### src/rtl/operand_fetch_stage_pkg.sv
`default_nettype none
//==============================================================================
// Package : operand_fetch_stage_pkg
// Desc    : MIPS opcode/funct constants and instruction field decode for ID.
// Rev     : 1.0
//==============================================================================
package operand_fetch_stage_pkg;

    localparam logic [5:0] OP_RTYPE = 6'h00;
    localparam logic [5:0] OP_BEQ   = 6'h04;
    localparam logic [5:0] OP_BNE   = 6'h05;
    localparam logic [5:0] OP_ADDI  = 6'h08;
    localparam logic [5:0] OP_ADDIU = 6'h09;
    localparam logic [5:0] OP_SLTI  = 6'h0A;
    localparam logic [5:0] OP_ANDI  = 6'h0C;
    localparam logic [5:0] OP_ORI   = 6'h0D;
    localparam logic [5:0] OP_LUI   = 6'h0F;
    localparam logic [5:0] OP_LW    = 6'h23;
    localparam logic [5:0] OP_SB    = 6'h28;
    localparam logic [5:0] OP_SH    = 6'h29;
    localparam logic [5:0] OP_SW    = 6'h2B;
    localparam logic [5:0] FN_JR    = 6'h08;

    typedef struct packed {
        logic [5:0]  opcode;
        logic [5:0]  funct;
        logic [4:0]  rs;
        logic [4:0]  rt;
        logic [4:0]  dest;
        logic        regwrite;
        logic        memread;
        logic        rt_used;
        logic [31:0] imm;
    } decode_t;

    function automatic decode_t f_decode(input logic [31:0] instr);
        decode_t d;
        d.opcode = instr[31:26];
        d.funct  = instr[5:0];
        d.rs     = instr[25:21];
        d.rt     = instr[20:16];
        d.imm    = {{16{instr[15]}}, instr[15:0]};
        d.dest   = (d.opcode == OP_RTYPE) ? instr[15:11] : instr[20:16];
        case (d.opcode)
            OP_RTYPE: d.regwrite = (d.funct != FN_JR);
            OP_ADDI, OP_ADDIU, OP_SLTI, OP_ANDI,
            OP_ORI, OP_LUI, OP_LW: d.regwrite = 1'b1;
            default:  d.regwrite = 1'b0;
        endcase
        // Writes to $0 are architecturally void; never advertise them downstream.
        if (d.dest == 5'd0) begin
            d.regwrite = 1'b0;
        end
        d.memread = (d.opcode == OP_LW);
        // An I-type rt is a destination, not a source, except for stores and branches.
        d.rt_used = (d.opcode == OP_RTYPE) || (d.opcode == OP_BEQ) || (d.opcode == OP_BNE) ||
                    (d.opcode == OP_SB)    || (d.opcode == OP_SH)  || (d.opcode == OP_SW);
        return d;
    endfunction

endpackage
`default_nettype wire

### src/rtl/operand_bypass.sv
`default_nettype none
//==============================================================================
// Module : operand_bypass
// Desc   : Priority operand select: $0, EX/MEM result, MEM/WB data, register file.
// Rev    : 1.0
//==============================================================================
module operand_bypass #(
    parameter int XLEN = 32
) (
    input  logic [4:0]      src,
    input  logic [XLEN-1:0] rf_data,
    input  logic            mem_regwrite,
    input  logic [4:0]      mem_dest,
    input  logic [XLEN-1:0] mem_result,
    input  logic            wb_regwrite,
    input  logic [4:0]      wb_dest,
    input  logic [XLEN-1:0] wb_data,
    output logic [XLEN-1:0] operand
);

    always_comb begin
        operand = rf_data;
        if (src == 5'd0) begin
            operand = '0;
        end else if (mem_regwrite && (mem_dest == src)) begin
            operand = mem_result;
        end else if (wb_regwrite && (wb_dest == src)) begin
            operand = wb_data;
        end
    end

endmodule
`default_nettype wire

### src/rtl/operand_fetch_stage.sv
`default_nettype none
//==============================================================================
// Module : operand_fetch_stage
// Desc   : MIPS ID stage: decode, operand select, hazard stall, ID/EX register.
//          FORWARDING_EN: bypass network + load-use detect; otherwise a pending
//          register scoreboard stalls until write-back.
// Rev    : 1.0
//==============================================================================
module operand_fetch_stage
    import operand_fetch_stage_pkg::*;
#(
    parameter int XLEN = 32,
    parameter int NREG = 32
) (
    input  logic                    clk,
    input  logic                    reset,
    input  logic                    in_valid,
    input  logic [31:0]             in_instr,
    input  logic [XLEN-1:0]         in_pc,
    output logic                    in_ready,
    input  logic                    flush,
    output logic [$clog2(NREG)-1:0] readReg1,
    output logic [$clog2(NREG)-1:0] readReg2,
    input  logic [XLEN-1:0]         readData1,
    input  logic [XLEN-1:0]         readData2,
    input  logic                    mem_regwrite,
    input  logic [4:0]              mem_dest,
    input  logic [XLEN-1:0]         mem_result,
    input  logic                    wb_regwrite,
    input  logic [4:0]              wb_dest,
    input  logic [XLEN-1:0]         wb_data,
    input  logic                    ex_ready,
    output logic                    ex_valid,
    output logic [XLEN-1:0]         ex_pc,
    output logic [XLEN-1:0]         ex_rs_val,
    output logic [XLEN-1:0]         ex_rt_val,
    output logic [XLEN-1:0]         ex_imm,
    output logic [5:0]              ex_opcode,
    output logic [5:0]              ex_funct,
    output logic [4:0]              ex_dest,
    output logic                    ex_regwrite,
    output logic                    ex_memread
);

    decode_t         w_dec;
    logic            w_stall;
    logic            w_accept;
    logic            w_mem_en;
    logic            w_wb_en;
    logic [XLEN-1:0] w_rs_val;
    logic [XLEN-1:0] w_rt_val;

    logic            r_ex_valid;
    logic [XLEN-1:0] r_ex_pc;
    logic [XLEN-1:0] r_ex_rs_val;
    logic [XLEN-1:0] r_ex_rt_val;
    logic [XLEN-1:0] r_ex_imm;
    logic [5:0]      r_ex_opcode;
    logic [5:0]      r_ex_funct;
    logic [4:0]      r_ex_dest;
    logic            r_ex_regwrite;
    logic            r_ex_memread;

    assign w_dec    = f_decode(in_instr);
    assign readReg1 = w_dec.rs;
    assign readReg2 = w_dec.rt;
    assign w_accept = ex_ready && !w_stall && !flush;
    assign in_ready = w_accept;

`ifdef FORWARDING_EN
    assign w_mem_en = mem_regwrite;
    assign w_wb_en  = wb_regwrite;
    assign w_stall  = r_ex_valid && r_ex_memread && (r_ex_dest != 5'd0) &&
                      ((r_ex_dest == w_dec.rs) || (w_dec.rt_used && (r_ex_dest == w_dec.rt)));
`else
    logic [NREG-1:0] r_pending;
    logic [NREG-1:0] w_pending_set;
    logic [NREG-1:0] w_pending_clr;
    logic            w_unused_fwd;

    assign w_mem_en     = 1'b0;
    assign w_wb_en      = 1'b0;
    assign w_unused_fwd = mem_regwrite ^ w_dec.rt_used;
    // Bit stays set through the write-back cycle, so the register file is
    // already updated when the dependent instruction finally reads it.
    assign w_stall      = r_pending[w_dec.rs] | r_pending[w_dec.rt];

    always_comb begin
        w_pending_set = '0;
        w_pending_clr = '0;
        if (wb_regwrite) begin
            w_pending_clr[wb_dest] = 1'b1;
        end
        if (w_accept && in_valid && w_dec.regwrite) begin
            w_pending_set[w_dec.dest] = 1'b1;
        end
    end

    always_ff @(posedge clk) begin
        if (reset) begin
            r_pending <= '0;
        end else begin
            r_pending <= (r_pending & ~w_pending_clr) | w_pending_set;
        end
    end
`endif

    operand_bypass #(.XLEN(XLEN)) u_rs_bypass (
        .src          (w_dec.rs),
        .rf_data      (readData1),
        .mem_regwrite (w_mem_en),
        .mem_dest     (mem_dest),
        .mem_result   (mem_result),
        .wb_regwrite  (w_wb_en),
        .wb_dest      (wb_dest),
        .wb_data      (wb_data),
        .operand      (w_rs_val)
    );

    operand_bypass #(.XLEN(XLEN)) u_rt_bypass (
        .src          (w_dec.rt),
        .rf_data      (readData2),
        .mem_regwrite (w_mem_en),
        .mem_dest     (mem_dest),
        .mem_result   (mem_result),
        .wb_regwrite  (w_wb_en),
        .wb_dest      (wb_dest),
        .wb_data      (wb_data),
        .operand      (w_rt_val)
    );

    always_ff @(posedge clk) begin
        if (reset) begin
            r_ex_valid    <= 1'b0;
            r_ex_pc       <= '0;
            r_ex_rs_val   <= '0;
            r_ex_rt_val   <= '0;
            r_ex_imm      <= '0;
            r_ex_opcode   <= '0;
            r_ex_funct    <= '0;
            r_ex_dest     <= '0;
            r_ex_regwrite <= 1'b0;
            r_ex_memread  <= 1'b0;
        end else if (flush) begin
            r_ex_valid    <= 1'b0;
            r_ex_regwrite <= 1'b0;
            r_ex_memread  <= 1'b0;
        end else if (ex_ready) begin
            if (!w_stall) begin
                r_ex_valid    <= in_valid;
                r_ex_pc       <= in_pc;
                r_ex_rs_val   <= w_rs_val;
                r_ex_rt_val   <= w_rt_val;
                r_ex_imm      <= w_dec.imm;
                r_ex_opcode   <= w_dec.opcode;
                r_ex_funct    <= w_dec.funct;
                r_ex_dest     <= w_dec.dest;
                r_ex_regwrite <= in_valid && w_dec.regwrite;
                r_ex_memread  <= in_valid && w_dec.memread;
            end else begin
                r_ex_valid    <= 1'b0;
                r_ex_regwrite <= 1'b0;
                r_ex_memread  <= 1'b0;
            end
        end
    end

    assign ex_valid    = r_ex_valid;
    assign ex_pc       = r_ex_pc;
    assign ex_rs_val   = r_ex_rs_val;
    assign ex_rt_val   = r_ex_rt_val;
    assign ex_imm      = r_ex_imm;
    assign ex_opcode   = r_ex_opcode;
    assign ex_funct    = r_ex_funct;
    assign ex_dest     = r_ex_dest;
    assign ex_regwrite = r_ex_regwrite;
    assign ex_memread  = r_ex_memread;

endmodule
`default_nettype wire

### config.mk
export PLATFORM = sky130hd
export DESIGN_NAME = operand_fetch_stage
export DESIGN_NICKNAME = d
export VERILOG_FILES = /design/src/rtl/operand_fetch_stage_pkg.sv /design/src/rtl/operand_bypass.sv /design/src/rtl/operand_fetch_stage.sv
export SDC_FILE = /design/constraint.sdc
export NUM_CORES = 1
export LEC_CHECK = 0
export CAP_MARGIN = 40
export CORE_ASPECT_RATIO = 1.1
export CORE_MARGIN = 2
export CORE_UTILIZATION = 35
export DETAILED_ROUTE_END_ITERATION = 10
export GPL_ROUTABILITY_DRIVEN = 1
export PLACE_DENSITY = 0.69
export SYNTH_ARGS = -nofsm -noshare
export SYNTH_HDL_FRONTEND = slang
export SYNTH_SLANG_ARGS = --single-unit
### constraint.sdc
create_clock -name clk -period 7.1 [get_ports clk]
set_clock_uncertainty 0.15 [all_clocks]
set_input_delay 1.42 -clock clk [delete_from_list [all_inputs] [get_ports clk]]
set_output_delay 1.42 -clock clk [all_outputs]
set_load 0.01 [all_outputs]
======== Word level (Yosys, flattened, before mapping) ========
Cells that the tools add are included.
cells by class
  add/subtract/negate cells ............... 0
  multipliers ............................. 0
  divide/modulo/power cells ............... 0
  magnitude comparators ................... 6
  equality and inequality tests ........... 8
  shifts and indexed selects .............. 0
  muxes and demuxes ....................... 18
  bitwise gates (word level) .............. 6
  reduce and logical (&&, ||, !) cells .... 17
operator list
  kind                                                                   count
  32-bit 2-to-1 mux                                                      4
  6-bit by 4-bit equality test with 1-bit output, second input constant  6
  32-bit AND                                                             1
  32-bit NOT                                                             1
  32-bit bitwise OR                                                      1
  5-bit by 6-bit < comparator with 1-bit output, second input constant   4
  5-bit zero test                                                        3
  1-bit binary-select mux with 5-bit select                              2
  1-bit demux with 5-bit select                                          2
  5-bit by 1-bit >= comparator with 1-bit output, second input constant  2
  1-bit logical AND                                                      8
  1-bit 2-to-1 mux                                                       8
  7-bit OR reduction                                                     1
  6-bit equality test, second input constant                             1
  6-bit zero test                                                        1
  6-bit by 4-bit != test with 1-bit output, second input constant        1
  5-bit 2-to-1 mux                                                       1
  3-bit AND reduction                                                    1
  1-bit zero test                                                        2
  1-bit NOT                                                              2
  1-bit one-hot mux with 2 select lines                                  1
  2-bit OR reduction                                                     1
  1-bit bitwise OR                                                       1
word-level totals
  register bits ........................... 164
  latch bits .............................. 0
  bits in writable memories ............... 0
  bits in read-only memories .............. 0
  bits of input ports ..................... 209
  output and inout port bits .............. 159
  word-level logic and storage cells ...... 66
  memories ................................ 0

======== Longest topological paths before layout ========
Gate-level depths: netlist (run 1).
  word-level depth ........................ 10
  mapped depth ............................ 8
  mapped depth without buffers ............ 6

======== By module ========
A second synthesis (run 1) with hierarchy kept.
unflattened totals
  cell total of the unflattened synthesis .. 1291
  area, all modules ....................... 10611.4 um2
modules (own cells, without submodules)
  module               instances  cells each  area an instance (um2)
  operand_fetch_stage  1          899         8104.0
  operand_bypass       2          196         1253.7

======== Worst setup path before layout (run 1) ========
No wires, ideal clock.
  path kind ............................... input port to output port
  start ................................... in in_instr[22]
  end ..................................... out in_ready
  arrival time ............................ 3.111 ns
  slack ................................... 2.419 ns
  cell stages on the path ................. 7
  cell sequence ........................... buf_2 -> mux4_2 -> mux2_2 -> o22ai_2 -> o221ai_2 -> inv_2 -> buf_4
on the way
  word-level cells in the longest chain between the ends .. 6
ends and longest elaborated chain
  item                                       line                       source
  from (decl)                                operand_fetch_stage.sv:18  input logic [31:0] in_instr,
  1-bit binary-select mux with 5-bit select  operand_fetch_stage.sv:86  assign w_stall = r_pending[w_dec.rs] | r_pending[w_dec.rt];
  1-bit 2-to-1 mux (implied by the code)     operand_fetch_stage.sv:86
  1-bit bitwise OR                           operand_fetch_stage.sv:86
  1-bit zero test                            -
  1-bit logical AND (2 in series)            operand_fetch_stage.sv:67  assign w_accept = ex_ready && !w_stall && !flush;
  to (decl)                                  operand_fetch_stage.sv:20  output logic in_ready,
Every way passes these cells. The select of a mux whose other input is x is not followed.

======== Worst setup path in the final report (run 1) ========
  start ................................... in in_instr[16]
  end ..................................... out in_ready
The elaborated chain is that of the path after synthesis.

==> run metrics, run 1 <==
Max Used Layer=met4; DR WL/cell=16.8 microns; final hold violation count=0; GRT overflow=0; simple-gate share of the synthesized area=between 20% and 30%; Data arrival, critical path=~4.2 ns; Critical Path Fanout Max=11; unrepaired setup endpoints after global routing=false; antenna violations before repair=0; CP Buf/Inv Count=3; status=completed; post-route ant nets=0; worst-path cell chain=clkdlybuf4s50_1 -> mux4_2 -> a22oi_1 -> and3_1 -> o221ai_4 -> inv_2 -> clkdlybuf4s50_1; complex-gate fraction of the synthesized area=7.96%; most frequent CP cell=clkdlybuf4s50_1; hold_buf cts=0; GPL Wtd Cong=0.878; wire length on met2=between 10 and 15 mm; cell area power density=187 nW/um^2; Slowest cell on crit path=clkdlybuf4s50_1; starting density of the core=35.6%; critical path endpoint category=output port; Hold Path Stages=2; Slew Limit Fails=0; CP startpoint kind=input pin; I/O Buffers=just under 300; highest-count cells in the layout ignoring fill and taps=clkdlybuf4s50_1, nand2b_1, dfxtp_1; post-route insts no fill=1419; predominant post-synthesis flop cell=dfxtp_1; post-synthesis sequential area ratio=38.9%; clock buffer depth=2; largest net degree at the start of global routing=88; Max Cap Viol=0; Register-to-Register Path Depth=7; CTS sink cnt=158; mux cell area share after synthesis=roughly a fifth; wl on met1=9.98 mm; chip width=149 microns; number of global-route vias before repair=6849; Distinct cells, synth=46; CTS root buf=clkbuf_16; Post-DP HPWL=~17 mm; storage element area=3160 sq um; vias post-DR=7035; delay-heaviest family, CP=buffers and inverters; main combinational cell family by area after synthesis=simple AND/OR/NAND/NOR gates; initial DRC count=362; Leakage=4.42 nW; NumNets Final=between 1000 and 1500; Core ar.=~23000 sq um; post-layout minimum cycle time=between 5 and 6 ns; Max Freq=0.172 GHz; Row Count=58; CTS Buf Count=17; ys async rst share=0%; vias per cell=4.96; delay of the slowest critical-path stage=0.88 ns; first-pass GRT wire length=roughly 37 mm; area of the multi-input gates=4470 sq um; met3 wire length=around 1.8 mm; Critical Path RT=about 5.5 ns; setup TNS=0 ns; Final WS setup=1.30 ns; # setup viols final=0; Reg clk slew, reported paths=about 0.06 ns; adder-cell area share of the yosys netlist=0%; DR DRC count=0; dpl ws=approximately 1.3 ns; Syn Inst Count=around 870; drt pass-1 iters=5; headroom to the max-slew limit=around 31%; Post-Synth XOR/XNOR Area=0%; number of synthesized flops with an enable pin=0; P&R area growth vs syn=43.2%; Worst VDD drop=between 100 and 150 uV; final WL=23.8 mm; mean post-synth cell area=9.38 sq um; overall routing resource usage=roughly a fifth; Clock Latency Late Sink=0.42 ns; final period utilization=between 80% and 90%; Syn Std Cell Area=8140 sq um; slew at the pin with the worst max-slew slack=1.03 ns; Ports=368; commonest non-fill, non-tap cell in the layout=clkdlybuf4s50_1; worst hold path type=flip-flop to flip-flop; CTS H-Tree Depth=4; die area=24500 sq um; Post-Syn Nets=1077; placed cells=1386; Setup Buffers After CTS=0; Crit. path cell count=7; layout cells sized above 1=7.51%; Die H=roughly 160 microns; Seq cells post-synth=158; CTS tree=done; synth warn=0; Fillers=2145; post_cts resized=0; worst setup path class=input pin to output port; Pwr Total=around 0.0022 W
-- final cells by class --
| class | count | share of cell area, % |
|---|---|---|
| inverters | 2 | 0.0644 |
| well taps | 300 | 3.22 |
| flip-flops and latches | 158 | 27.1 |
| repair buffers | 310 | 26.4 |
| diodes | 1 | 0.0215 |
| clock inverters | 14 | 1.06 |
| multi-input cells | 616 | 38.4 |
| clock buffers | 18 | 3.68 |
-- flip-flops by register name, indices dropped and copies added (netlist names) --
name,count
ex_opcode,6
ex_rt_val,32
ex_dest,5
ex_memread,1
ex_valid,1
ex_pc,32
ex_rs_val,32
ex_imm,16
ex_regwrite,1
r_pending,32
-- per-layer routing --
layer	vias to the layer above	track usage (%)
li1	3442	-
met1	3277	23.6
met4	0	7.36
met2	276	31.5
met5	-	0
met3	40	5.58
-- path summary, 6_finish.rpt --
kind / from / to / slack (ns)
worst min-delay path: ex_pc[27] / ex_pc[27] / 0.32
worst min register to register: ex_pc[27] / ex_pc[27] / 0.32
worst max-delay path: in_instr[16] / in_ready / 1.30
worst max register to register: r_pending[3] / ex_dest[2] / 3.69
-- stage by stage --
stage / util (%) / cell area, sq um / hold slack, ns
after global routing: 51.0 / 11700 / 0.341
after global placement: 48.4 / 11100 / 0.308
after detailed placement: 48.6 / 11100 / 0.312
after floorplan: - / 8140 / 0.285
final: 51.0 / 11700 / 0.325
after CTS: 51.0 / 11700 / 0.326
-- worst register-to-register path: stages (launching register included) --
cell,delay (ns)
dfxtp_1,0.38
mux4_2,0.26
nand3b_1,0.07
and4_1,0.29
o221ai_4,0.26
buf_4,0.68
buf_4,0.76
mux2_2,0.45
-- cell families (layout without fill, tap and decap cells) --
| group | count (synthesis) | in the layout |
|---|---|---|
| muxes | 144 | 144 |
| and+or+nand+nor | 386 | 386 |
| other | 0 | 1 |
| DFF | 158 | 158 |
| AOI/OAI and AO/OA | 86 | 86 |
| buffers and inverters | 94 | 344 |
-- report_power, final --
part / switching (W) / internal (W) / leakage (nW)
Sequential: 0.0000179 / 0.000920 / 1.28
Combinational: 0.000167 / 0.000209 / 2.87
Clock: 0.000408 / 0.000461 / 0.268
-- cells in the mapped netlist, types with 7 or more instances --
library cell / count / area, sq um
a21oi_1: 8 / 40.0
nand3b_1: 23 / 173
nand2_1: 92 / 345
mux2i_1: 118 / 1180
o21ai_0: 23 / 115
o31ai_1: 25 / 188
nand3_1: 34 / 170
dfxtp_1: 158 / 3160
buf_4: 37 / 278
nand2b_1: 177 / 1110
mux2_2: 13 / 146
buf_2: 15 / 75.1
nor2b_1: 23 / 144
clkbuf_1: 36 / 135
and3_1: 7 / 43.8
mux4_2: 13 / 293
Power figures use the tool's default switching activity.
==> inputs of run 2 (changes only) <==
clock period = 5.62 ns   (was 7.1 ns; I/O delays follow)
==> run metrics, run 2 (synthesized netlist as in run 1, its figures left out) <==
status=completed; slew at the pin with the worst max-slew slack=0.743 ns; Pwr Total=0.00290 W; sw frac=25.9%; most frequent CP cell=clkdlybuf4s50_1; delay of the slowest critical-path stage=0.77 ns; layout cells sized above 1=7.76%; initial DRC count=373; vias per cell=~5.0; I/O Buffers=around 300; post-route ant nets=0; overall routing resource usage=18.8%; final period utilization=91.0%; DR WL/cell=about 17 microns; post_cts resized=0; antenna violations before repair=0; final WL=~24 mm; Post-Route Utilization=51.5%; die area=approximately 24000 sq um; commonest non-fill, non-tap cell in the layout=clkdlybuf4s50_1; Die H=164 microns; Fillers=approximately 2100; CP startpoint kind=input pin; vias post-DR=7122; DR DRC count=0; post-route insts no fill=1422; sequential power share=40.9%; worst hold path type=flip-flop to flip-flop; number of global-route vias before repair=6855; clock buffer depth=2; Max Freq=0.196 GHz; unrepaired setup endpoints after global routing=false; Critical Path RT=4.35 ns; P_int=0.00215 W; combinational share of power=16.5%; Core ar.=22900 sq um; critical path endpoint category=output port; worst setup path class=input pin to output port; first-pass GRT wire length=36.4 mm; Setup Buffers After CTS=0; CTS Buf Count=17; final hold violation count=0; Max Cap Viol=0; post-layout minimum cycle time=5.11 ns; chip width=149 microns; Clock Latency Late Sink=0.42 ns; Post-DP HPWL=about 17 mm; CTS H-Tree Depth=4; WHS=0.322 ns; placed cells=roughly 1400; CTS tree=done; highest-count cells in the layout ignoring fill and taps=clkdlybuf4s50_1, nand2b_1, dfxtp_1; largest net degree at the start of global routing=between 100 and 150; Slowest cell on crit path=clkdlybuf4s50_1; worst-path cell chain=clkdlybuf4s50_1 -> mux4_2 -> mux2_2 -> o22ai_2 -> o221ai_4 -> inv_2 -> clkdlybuf4s50_1; CP Buf/Inv Count=3; GRT overflow=0; net switching power=0.000751 W; CTS sink cnt=158; starting density of the core=35.6%; delay-heaviest family, CP=buffers and inverters; clock power share=42.6%; Row Count=58; Reg clk slew, reported paths=0.07 ns; GPL Wtd Cong=roughly 0.9; # setup viols final=0; NumNets Final=1317; P&R area growth vs syn=44.7%; Slew Limit Fails=0; drt pass-1 iters=5; Ports=around 370; Critical Path Fanout Max=9; hold_buf cts=0; Data arrival, critical path=3.84 ns; headroom to the max-slew limit=roughly half; CTS root buf=clkbuf_16; storage element area=3160 sq um; worst reg2reg setup slack=2.81 ns; cell area power density=246 nW/um^2; Worst VDD drop=about 180 uV; area of the multi-input gates=around 4500 sq um; setup TNS=0 ns; Leakage=4.49 nW
-- run 2: final cells by class --
type	count	area share (%)
antenna	1	0.0212
clock inverter	14	1.65
sequential	158	26.8
multi-input combinational	616	37.9
timing repair buffer	313	26.7
inverter	2	0.0637
clock buffer	18	3.64
tap	300	3.19
-- run 2: final timing paths --
kind / startpoint / end / cells after the start
worst max-delay path: in_instr[21] / in_ready / 7
worst min-delay path: ex_pc[21] / ex_pc[21] / 2
worst max register to register: r_pending[22] / ex_pc[11] / 8
worst min register to register: ex_pc[21] / ex_pc[21] / 2
-- run 2: worst reg2reg max path, stage by stage, from the launching register on --
cell      delay (ns)
dfxtp_1         0.34
mux4_2          0.47
mux2_2          0.28
o22ai_2         0.28
o221ai_4        0.19
inv_2           0.09
buf_4           0.40
buf_12          0.30
mux2i_1         0.23
-- run 2: power by group through the flow --
stage	Clock, W	Sequential [W]	Combinational [W]
finish	0.00124	0.00118	0.000478
floorplan	0	0.00123	0.000207
global placement	0	0.00121	0.000473
CTS	0.00127	0.00118	0.000482
detailed placement	0	0.00121	0.000480
global route	0.00132	0.00119	0.000512
-- run 2: metrics by stage --
stage          setup slack, ns  cell area, sq um
2_1_floorplan             1.53              8140
3_3_place_gp             0.501             11100
3_5_place_dp             0.494             11200
4_1_cts                  0.485             11800
5_1_grt                  0.385             11800
6_report                 0.507             11800
-- run 2: layer usage --
layer	global-route usage, %	up-vias	wire length, microns
met1	22.5	3317	9730
met4	8.48	0	565
li1	-	3453	-
met5	0	-	0
met3	5.53	44	2000
met2	31.2	308	11400
==> inputs of run 3 (changes only) <==
ABC_AREA = 0   (was unset)
==> results of run 3 <==
No change in the layout: final DEF, timing and power equal those of run 2.
